--- src/rtl/dmem_arbiter_if.sv ---
// dmem_arbiter_if: bundles the two requester ports and the data memory port
// of the data memory arbiter. The slave modport is the arbiter's view; the
// master modport is the view of the surrounding system (requesters plus memory).
interface dmem_arbiter_if #(
  parameter int AW = 8,
  parameter int DW = 8
);
  logic          m0_req;
  logic          m0_we;
  logic [AW-1:0] m0_addr;
  logic [DW-1:0] m0_wdata;
  logic          m0_gnt;
  logic          m0_rvalid;
  logic [DW-1:0] m0_rdata;

  logic          m1_req;
  logic          m1_we;
  logic [AW-1:0] m1_addr;
  logic [DW-1:0] m1_wdata;
  logic          m1_gnt;
  logic          m1_rvalid;
  logic [DW-1:0] m1_rdata;

  logic          mem_we;
  logic [AW-1:0] mem_addr;
  logic [DW-1:0] mem_wdata;
  logic [DW-1:0] mem_rdata;

  modport slave (
    input  m0_req, m0_we, m0_addr, m0_wdata,
    output m0_gnt, m0_rvalid, m0_rdata,
    input  m1_req, m1_we, m1_addr, m1_wdata,
    output m1_gnt, m1_rvalid, m1_rdata,
    output mem_we, mem_addr, mem_wdata,
    input  mem_rdata
  );

  modport master (
    output m0_req, m0_we, m0_addr, m0_wdata,
    input  m0_gnt, m0_rvalid, m0_rdata,
    output m1_req, m1_we, m1_addr, m1_wdata,
    input  m1_gnt, m1_rvalid, m1_rdata,
    input  mem_we, mem_addr, mem_wdata,
    output mem_rdata
  );
endinterface

--- src/rtl/dmem_arbiter.sv ---
// dmem_arbiter: shares the single-port data memory between the processor (M0,
// fixed priority) and the host/DMA loader (M1). M1 is guaranteed one grant
// after STARVE_LIMIT consecutive blocked cycles. Grants are combinational;
// read data is captured from the memory and returned one cycle after the grant.
module dmem_arbiter #(
  parameter int AW           = 8,
  parameter int DW           = 8,
  parameter int STARVE_LIMIT = 4
) (
  input logic           clk,
  input logic           rst,
  dmem_arbiter_if.slave bus
);

  localparam logic [7:0] LIMIT = 8'(STARVE_LIMIT);

  typedef enum logic {
    NORMAL,
    FORCE1
  } state_t;

  state_t        state;
  logic [7:0]    starve_cnt;
  logic [7:0]    cnt_next;
  logic          grant0;
  logic          grant1;
  logic          mem_we_mux;
  logic [AW-1:0] addr_mux;
  logic [DW-1:0] wdata_mux;

  // Grant selection: M0 wins normally, M1 wins for the single forced cycle; nothing during reset
  always_comb begin
    grant0 = 1'b0;
    grant1 = 1'b0;
    if (!rst) begin
      case (state)
        NORMAL: begin
          if (bus.m0_req)      grant0 = 1'b1;
          else if (bus.m1_req) grant1 = 1'b1;
        end
        FORCE1: begin
          if (bus.m1_req)      grant1 = 1'b1;
          else if (bus.m0_req) grant0 = 1'b1;
        end
        default: begin
          grant0 = 1'b0;
          grant1 = 1'b0;
        end
      endcase
    end
  end

  assign bus.m0_gnt = grant0;
  assign bus.m1_gnt = grant1;

  // Memory port steering: the granted master's address and data, zeros when idle
  always_comb begin
    mem_we_mux = 1'b0;
    addr_mux   = '0;
    wdata_mux  = '0;
    if (grant0) begin
      mem_we_mux = bus.m0_we;
      addr_mux   = bus.m0_addr;
      wdata_mux  = bus.m0_wdata;
    end else if (grant1) begin
      mem_we_mux = bus.m1_we;
      addr_mux   = bus.m1_addr;
      wdata_mux  = bus.m1_wdata;
    end
  end

  assign bus.mem_we    = mem_we_mux;
  assign bus.mem_addr  = addr_mux;
  assign bus.mem_wdata = wdata_mux;

  // Starvation count for the coming edge: grows while M1 waits, clears once it is served or gives up
  always_comb begin
    cnt_next = starve_cnt;
    if (!bus.m1_req || grant1) begin
      cnt_next = 8'd0;
    end else if (starve_cnt < LIMIT) begin
      cnt_next = starve_cnt + 8'd1;
    end
  end

  // Arbitration FSM: enter FORCE1 when the count reaches the limit, leave after one cycle
  always_ff @(posedge clk or posedge rst) begin
    if (rst) begin
      state      <= NORMAL;
      starve_cnt <= 8'd0;
    end else begin
      starve_cnt <= cnt_next;
      case (state)
        NORMAL: if (cnt_next == LIMIT) state <= FORCE1;
        FORCE1: state <= NORMAL;
        default: state <= NORMAL;
      endcase
    end
  end

  // Read return: capture memory data for a granted read and flag it valid for one cycle
  always_ff @(posedge clk or posedge rst) begin
    if (rst) begin
      bus.m0_rvalid <= 1'b0;
      bus.m0_rdata  <= '0;
      bus.m1_rvalid <= 1'b0;
      bus.m1_rdata  <= '0;
    end else begin
      bus.m0_rvalid <= grant0 & ~bus.m0_we;
      bus.m1_rvalid <= grant1 & ~bus.m1_we;
      if (grant0 && !bus.m0_we) bus.m0_rdata <= bus.mem_rdata;
      if (grant1 && !bus.m1_we) bus.m1_rdata <= bus.mem_rdata;
    end
  end

endmodule
--- src/flat_wrapper.sv ---
// flat-port wrapper written by rule: the top's interface ports become plain ports
module dmem_arbiter_flat 
#(
  parameter int AW           = 8,
  parameter int DW           = 8,
  parameter int STARVE_LIMIT = 4
)
  (clk, rst, bus_m0_req, bus_m0_we, bus_m0_addr, bus_m0_wdata, bus_m0_gnt, bus_m0_rvalid, bus_m0_rdata, bus_m1_req, bus_m1_we, bus_m1_addr, bus_m1_wdata, bus_m1_gnt, bus_m1_rvalid, bus_m1_rdata, bus_mem_we, bus_mem_addr, bus_mem_wdata, bus_mem_rdata);
  dmem_arbiter_if #(.AW(AW), .DW(DW)) bus_i ();
  input logic clk;
  input logic rst;
  input wire logic [$bits(bus_i.m0_req)-1:0] bus_m0_req;
  input wire logic [$bits(bus_i.m0_we)-1:0] bus_m0_we;
  input wire logic [$bits(bus_i.m0_addr)-1:0] bus_m0_addr;
  input wire logic [$bits(bus_i.m0_wdata)-1:0] bus_m0_wdata;
  output wire logic [$bits(bus_i.m0_gnt)-1:0] bus_m0_gnt;
  output wire logic [$bits(bus_i.m0_rvalid)-1:0] bus_m0_rvalid;
  output wire logic [$bits(bus_i.m0_rdata)-1:0] bus_m0_rdata;
  input wire logic [$bits(bus_i.m1_req)-1:0] bus_m1_req;
  input wire logic [$bits(bus_i.m1_we)-1:0] bus_m1_we;
  input wire logic [$bits(bus_i.m1_addr)-1:0] bus_m1_addr;
  input wire logic [$bits(bus_i.m1_wdata)-1:0] bus_m1_wdata;
  output wire logic [$bits(bus_i.m1_gnt)-1:0] bus_m1_gnt;
  output wire logic [$bits(bus_i.m1_rvalid)-1:0] bus_m1_rvalid;
  output wire logic [$bits(bus_i.m1_rdata)-1:0] bus_m1_rdata;
  output wire logic [$bits(bus_i.mem_we)-1:0] bus_mem_we;
  output wire logic [$bits(bus_i.mem_addr)-1:0] bus_mem_addr;
  output wire logic [$bits(bus_i.mem_wdata)-1:0] bus_mem_wdata;
  input wire logic [$bits(bus_i.mem_rdata)-1:0] bus_mem_rdata;
  assign bus_i.m0_req = bus_m0_req;
  assign bus_i.m0_we = bus_m0_we;
  assign bus_i.m0_addr = bus_m0_addr;
  assign bus_i.m0_wdata = bus_m0_wdata;
  assign bus_m0_gnt = bus_i.m0_gnt;
  assign bus_m0_rvalid = bus_i.m0_rvalid;
  assign bus_m0_rdata = bus_i.m0_rdata;
  assign bus_i.m1_req = bus_m1_req;
  assign bus_i.m1_we = bus_m1_we;
  assign bus_i.m1_addr = bus_m1_addr;
  assign bus_i.m1_wdata = bus_m1_wdata;
  assign bus_m1_gnt = bus_i.m1_gnt;
  assign bus_m1_rvalid = bus_i.m1_rvalid;
  assign bus_m1_rdata = bus_i.m1_rdata;
  assign bus_mem_we = bus_i.mem_we;
  assign bus_mem_addr = bus_i.mem_addr;
  assign bus_mem_wdata = bus_i.mem_wdata;
  assign bus_i.mem_rdata = bus_mem_rdata;
  dmem_arbiter #(.AW(AW), .DW(DW), .STARVE_LIMIT(STARVE_LIMIT)) u_core (.clk(clk), .rst(rst), .bus(bus_i));
endmodule
--- config.mk ---
export PLATFORM = sky130hd
export DESIGN_NAME = dmem_arbiter_flat
export DESIGN_NICKNAME = d
export VERILOG_FILES = /design/src/rtl/dmem_arbiter_if.sv /design/src/rtl/dmem_arbiter.sv /design/src/flat_wrapper.sv
export SDC_FILE = /design/constraint.sdc
export NUM_CORES = 1
export LEC_CHECK = 0
export ABC_AREA = 1
export CORE_MARGIN = 5
export CORE_UTILIZATION = 39
export DETAILED_ROUTE_END_ITERATION = 8
export GPL_ROUTABILITY_DRIVEN = 0
export PLACE_DENSITY = 0.84
export SLEW_MARGIN = 20
export SYNTH_ARGS = -nofsm -noshare
export SYNTH_HDL_FRONTEND = slang
export SYNTH_SLANG_ARGS = --single-unit
--- constraint.sdc ---
create_clock -name clk -period 4.2 [get_ports clk]
set_input_delay 0.84 -clock clk [delete_from_list [all_inputs] [get_ports clk]]
set_output_delay 0.84 -clock clk [all_outputs]
set_load 0.1 [all_outputs]
== After elaboration in Yosys (flattened, before gate mapping) ==
Cells that the tools add are included.
Widths: inputs -> output; s select.

* Register bits after elaboration: 27
* Output and inout bits: 37
* Word-level logic and storage cells: 38

* Add/subtract/negate cells: 1
* $lt $le $gt $ge: 1
* Equal/unequal tests: 1
* Multiplexer cells: 18
* Bitwise operators: 5
* Reductions and logical operators: 6

{| class="wikitable"
|+ Operators by type and width
! operator !! count
|-
| $mux 8 || 6
|-
| $mux 1 || 9
|-
| $add 8x1->8 const B || 1
|-
| $eq 8x3->1 const B || 1
|-
| $lt 8x3->1 const B || 1
|-
| $pmux 1 s2 || 3
|-
| $logic_not 1->1 || 3
|-
| $not 1->1 || 3
|-
| $and 1x1->1 || 2
|-
| $logic_and 1x1->1 || 2
|-
| $logic_or 1x1->1 || 1
|}

== Depth between registers and ports, before layout ==
* Word-level depth: 9
* Mapped depth: 8

== Least setup slack after synthesis ==
No wires, ideal clock.

* Path kind: input-to-output
* Start point: input rst
* End point: output bus_mem_addr[6]
* Arrival time: 2.870 ns
* Required time: 3.360 ns
* Slack: 0.490 ns
* Cell stages on the path: 5
* Buffers on the path: 1
* Cell sequence: inv_2 > nand3_2 > inv_2 > buf_2 > a22o_1

* Longest elaborated chain between the ends: 3
* Elaborated cells between the ends (all ways): 4
* Those cells by class: mux: 4

{| class="wikitable"
|+ RTL lines
! element !! line !! RTL
|-
| start: declaration || flat_wrapper.sv:11 || <nowiki>input logic rst;</nowiki>
|-
| $mux 1 || dmem_arbiter.sv:35 || <nowiki>if (!rst) begin</nowiki>
|-
| via bus_m1_gnt || flat_wrapper.sv:23 || <nowiki>output wire logic [$bits(bus_i.m1_gnt)-1:0] bus_m1_gnt;</nowiki>
|-
| $mux 8 || dmem_arbiter.sv:65 || <nowiki>end else if (grant1) begin</nowiki>
|-
| $mux 8 || dmem_arbiter.sv:61 || <nowiki>if (grant0) begin</nowiki>
|-
| end: declaration || flat_wrapper.sv:27 || <nowiki>output wire logic [$bits(bus_i.mem_addr)-1:0] bus_mem_addr;</nowiki>
|}

The timed path passes the listed nets, and every way through them passes these cells.

== Final worst setup path ==
* Start point: input bus_m1_req
* End point: output bus_mem_addr[1]

* Longest elaborated chain between the ends: 6
* Elaborated cells between the ends (all ways): 9
* Those cells by class: mux: 9

{| class="wikitable"
|+ RTL lines
! element !! line !! RTL
|-
| start: declaration || flat_wrapper.sv:19 || <nowiki>input wire logic [$bits(bus_i.m1_req)-1:0] bus_m1_req;</nowiki>
|-
| $mux 1 || dmem_arbiter.sv:39, dmem_arbiter.sv:42 ||
|-
| $mux 1 || dmem_arbiter.sv:38 || <nowiki>if (bus.m0_req) grant0 = 1'b1;</nowiki>
|-
| $pmux 1 s2 || dmem_arbiter.sv:36 || <nowiki>case (state)</nowiki>
|-
| $mux 1 || dmem_arbiter.sv:35 ||
|-
| $mux 8 || dmem_arbiter.sv:65 ||
|-
| $mux 8 * || dmem_arbiter.sv:61 ||
|}

Every way passes the cells marked *; elsewhere a longest branch is shown, timed or not.

==> flow_metrics.py <==
metrics = {
    "outcome": {
        "outcome": "finished clean",
    },
    "grt": {
        "grt_use_total_pct": 16.6,
        "first_global_vias": 1274,
        "antenna_found_initial": 0,
        "grt_max_degree": 29,
        "grt_overflow": 0,
        "grt_pass1_wl_um": 5860,
    },
    "floorplan": {
        "die_h_um": 68.7,
        "start_util_pct": 40.3,
        "core-area_mm2": 0.00334,
        "rows": 21,
        "dieArea_mm2": 0.00472,
        "dieWidth_um": 68.7,
        "boundaryPins": 83,
    },
    "run": {
        "cap_violations": 0,
    },
    "synthesis": {
        "syn_inst": 142,
        "syn_avg_cell_area_um2": 9.46,
        "synth_nets": 189,
        "synth_top_cell_by_area": "dfrtp_1",
        "yosysUniqueCellTypes": 21,
        "synth-seq-cells": 27,
        "yosysSeqAreaShare_pct": 50.3,
        "ys_top_cells_by_area": "dfrtp_1 (50%), a22o_1 (10%), o21ai_2 (9.1%), nand2_1 (7.5%), inv_1 (6.1%)",
        "synth_area_mm2": 0.00134,
        "ys_warn_count": 0,
        "netlist.area_leader.share_pct": 50.3,
    },
    "min_path": {
        "holdPathStages": 2,
        "hold_path.class": "flip-flop to flip-flop",
        "min_from": "u_core.bus.m0_rdata[1]",
        "min_to": "u_core.bus.m0_rdata[1]",
    },
    "clocking": {
        "htreeDepth": 1,
        "clock_sinks": 27,
        "cts_buffer_depth": 2,
        "clk_latency_ns": 0.32,
        "cts-root-buf": "clkbuf_4",
        "cts_setup_buffers": 0,
        "tritoncts": "done",
        "cts_repair_resize_count": 0,
        "clkTransAtPathRegs_ns": 0.15,
        "holdBufCountCts": 0,
        "cts_made_buffers": 3,
    },
    "worst_setup_path": {
        "startpoint_type": "primary input",
        "r2r_slack_ns": 2.69,
        "crit_path_max_incr_delay_ns": 0.44,
        "endpoint_kind": "primary output",
        "crit_fanout": 19,
        "worstPathRequired_ns": 3.36,
        "rr_worst_depth": 6,
        "cp_num_buf_inv": 3,
        "path_cells": "clkdlybuf4s50_1, inv_2, o21ai_2, nor2_4, a22o_1, buf_12",
        "critPathArrivalTime_ns": 2.31,
        "criticalPathCategory": "primary input to primary output",
        "crit_slowest_cell": "clkdlybuf4s50_1",
        "reg2reg_to": "u_core.bus.m0_rdata[2]",
        "reg2reg_from": "u_core.state",
        "crit_family": "buffers and inverters",
    },
    "routing": {
        "wirelength_um": 4040,
        "avgViaCountPerCell": 4.69,
        "route.detailed.drc": 0,
        "drt_first_pass_iters": 4,
        "drt-initial-drc-count": 54,
        "ant_nets": 0,
        "vias": 1272,
        "wire_per_inst_um": 14.9,
    },
    "timing": {
        "hold_viol_final": 0,
        "maxSlewViolCount": 0,
        "worst_pin_slew_ns": 1.01,
        "tns_ns": 0,
        "fin_crit_ns": 3.15,
        "finalSetupViolCount": 0,
        "fmax_ghz": 0.318,
        "relSlewSlack_pct": 32.6,
        "rsz0062_at_grt": "no",
        "fin_skew_ns": 0.00833,
        "period_share_pct": 74.9,
    },
    "layout": {
        "layout-drive-gt1-share_pct": 21.8,
        "finalNetCount": 273,
        "synthToLayoutAreaGrowth_pct": 78.8,
        "final_area_mm2": 0.00240,
        "n_antenna_cell": 0,
        "finalCoreUtilization_pct": 72.0,
    },
    "placed_design": {
        "port_buffers": 82,
        "dpl.hpwl_um": 3410,
        "place_area_mm2": 0.00237,
    },
    "power_and_ir_drop": {
        "vdd_drop_max_v": 0.000278,
        "power.density_mw_per_mm2": 397,
        "cellLeakagePower_uw": 0.00111,
    },
}
## how the worst max path moves through the flow
stage                       end       start  slack [ns]  cells after the start
6_report        bus_mem_addr[1]  bus_m1_req        1.05                      6
5_1_grt         bus_mem_addr[2]  bus_m1_req        0.97                      6
4_1_cts         bus_mem_addr[0]  bus_m1_req        1.04                      6
3_5_place_dp    bus_mem_addr[0]  bus_m1_req        1.04                      6
3_3_place_gp   bus_mem_wdata[2]  bus_m1_req        1.08                      6
2_1_floorplan   bus_mem_addr[6]         rst        0.49                      5
## area by class of cell
| cell class | instances | area [um^2] |
|---|---|---|
| Tap cell | 46 | 57.6 |
| Clock inverter | 1 | 7.51 |
| Multi-Input combinational cell | 85 | 536 |
| Clock buffer | 3 | 22.5 |
| Timing Repair Buffer | 83 | 1010 |
| Inverter | 26 | 97.6 |
| Sequential cell | 27 | 676 |
| Fill cell | 251 | 935 |
## kinds of logic (layout without fill, tap and decap cells)
group / after synthesis / after routing / synth area share (%)
buffers and inverters: 30 / 113 / 9.87
and+or+nand+nor: 49 / 49 / 16.7
DFF: 27 / 27 / 50.3
adders and majority gates: 1 / 1 / 0.931
AOI/OAI and AO/OA: 35 / 35 / 22.3
## per-stage QoR
step / setup WS, ns / power (uW) / std cells / hold WS (ns)
2_1_floorplan: 0.490 / 677 / 142 / 0.457
3_3_place_gp: 1.08 / 843 / 267 / 0.465
3_5_place_dp: 1.04 / 850 / 267 / 0.467
4_1_cts: 1.04 / 961 / 271 / 0.501
5_1_grt: 0.967 / 993 / 271 / 0.530
6_report: 1.05 / 954 / 271 / 0.499
## cells in the final DEF (no fill, tap or decap), types with 2 or more instances in the layout
| cell type | synthesis | layout |
|---|---|---|
| dfrtp_1 | 27 | 27 |
| o21ai_2 | 14 | 14 |
| nor2_1 | 10 | 10 |
| nand4_1 | 3 | 3 |
| clkdlybuf4s50_1 | 0 | 63 |
| inv_2 | 4 | 4 |
| nand2_1 | 27 | 27 |
| clkbuf_4 | 0 | 3 |
| o21ai_1 | 3 | 3 |
| a22o_1 | 16 | 16 |
| buf_4 | 1 | 2 |
| nand3_1 | 3 | 3 |
| nor2_2 | 2 | 2 |
| buf_12 | 0 | 18 |
| inv_1 | 22 | 22 |
## report_power, final
part | leakage (uW) | internal (uW) | switching (uW) | total (uW)
Combinational | 0.000747 | 156 | 379 | 535
Sequential | 0.000352 | 290 | 16.6 | 307
Clock | 0.0000139 | 36.4 | 75.6 | 112
## flip-flops by register name (all words and copies together), names as in the netlist
signal	cells
u_core.bus.m0_rdata	8
u_core.bus.m1_rdata	8
u_core.starve_cnt	8
u_core.bus.m0_rvalid	1
u_core.bus.m1_rvalid	1
u_core.state	1
## worst min-delay path: stages, from the launching register on
cell and delay (ns):
dfrtp_1 0.37, nand2_1 0.06, o21ai_2 0.05
## Yosys cell counts
library cell	n
nand2_2	1
dfrtp_1	27
nand2_4	1
inv_1	22
nor2_2	2
a22o_1	16
inv_2	4
nor2_4	1
nor2_1	10
nand3_1	3
o21ai_2	14
o21ai_1	3
nand4_1	3
buf_4	1
a21oi_4	1
buf_2	1
o21ai_0	1
buf_6	2
nand3_2	1
ha_1	1
nand2_1	27
## routing by layer
metal,vias up,share of wire [%],track usage [%],wire length [um]
met5,-,0,0,0
met4,0,0.87,3.65,35
met3,5,13,5.19,533
met2,62,48,29.7,1940
met1,575,38,19.4,1540
li1,630,-,-,-
No activity file was read; power rests on OpenSTA's default activity.
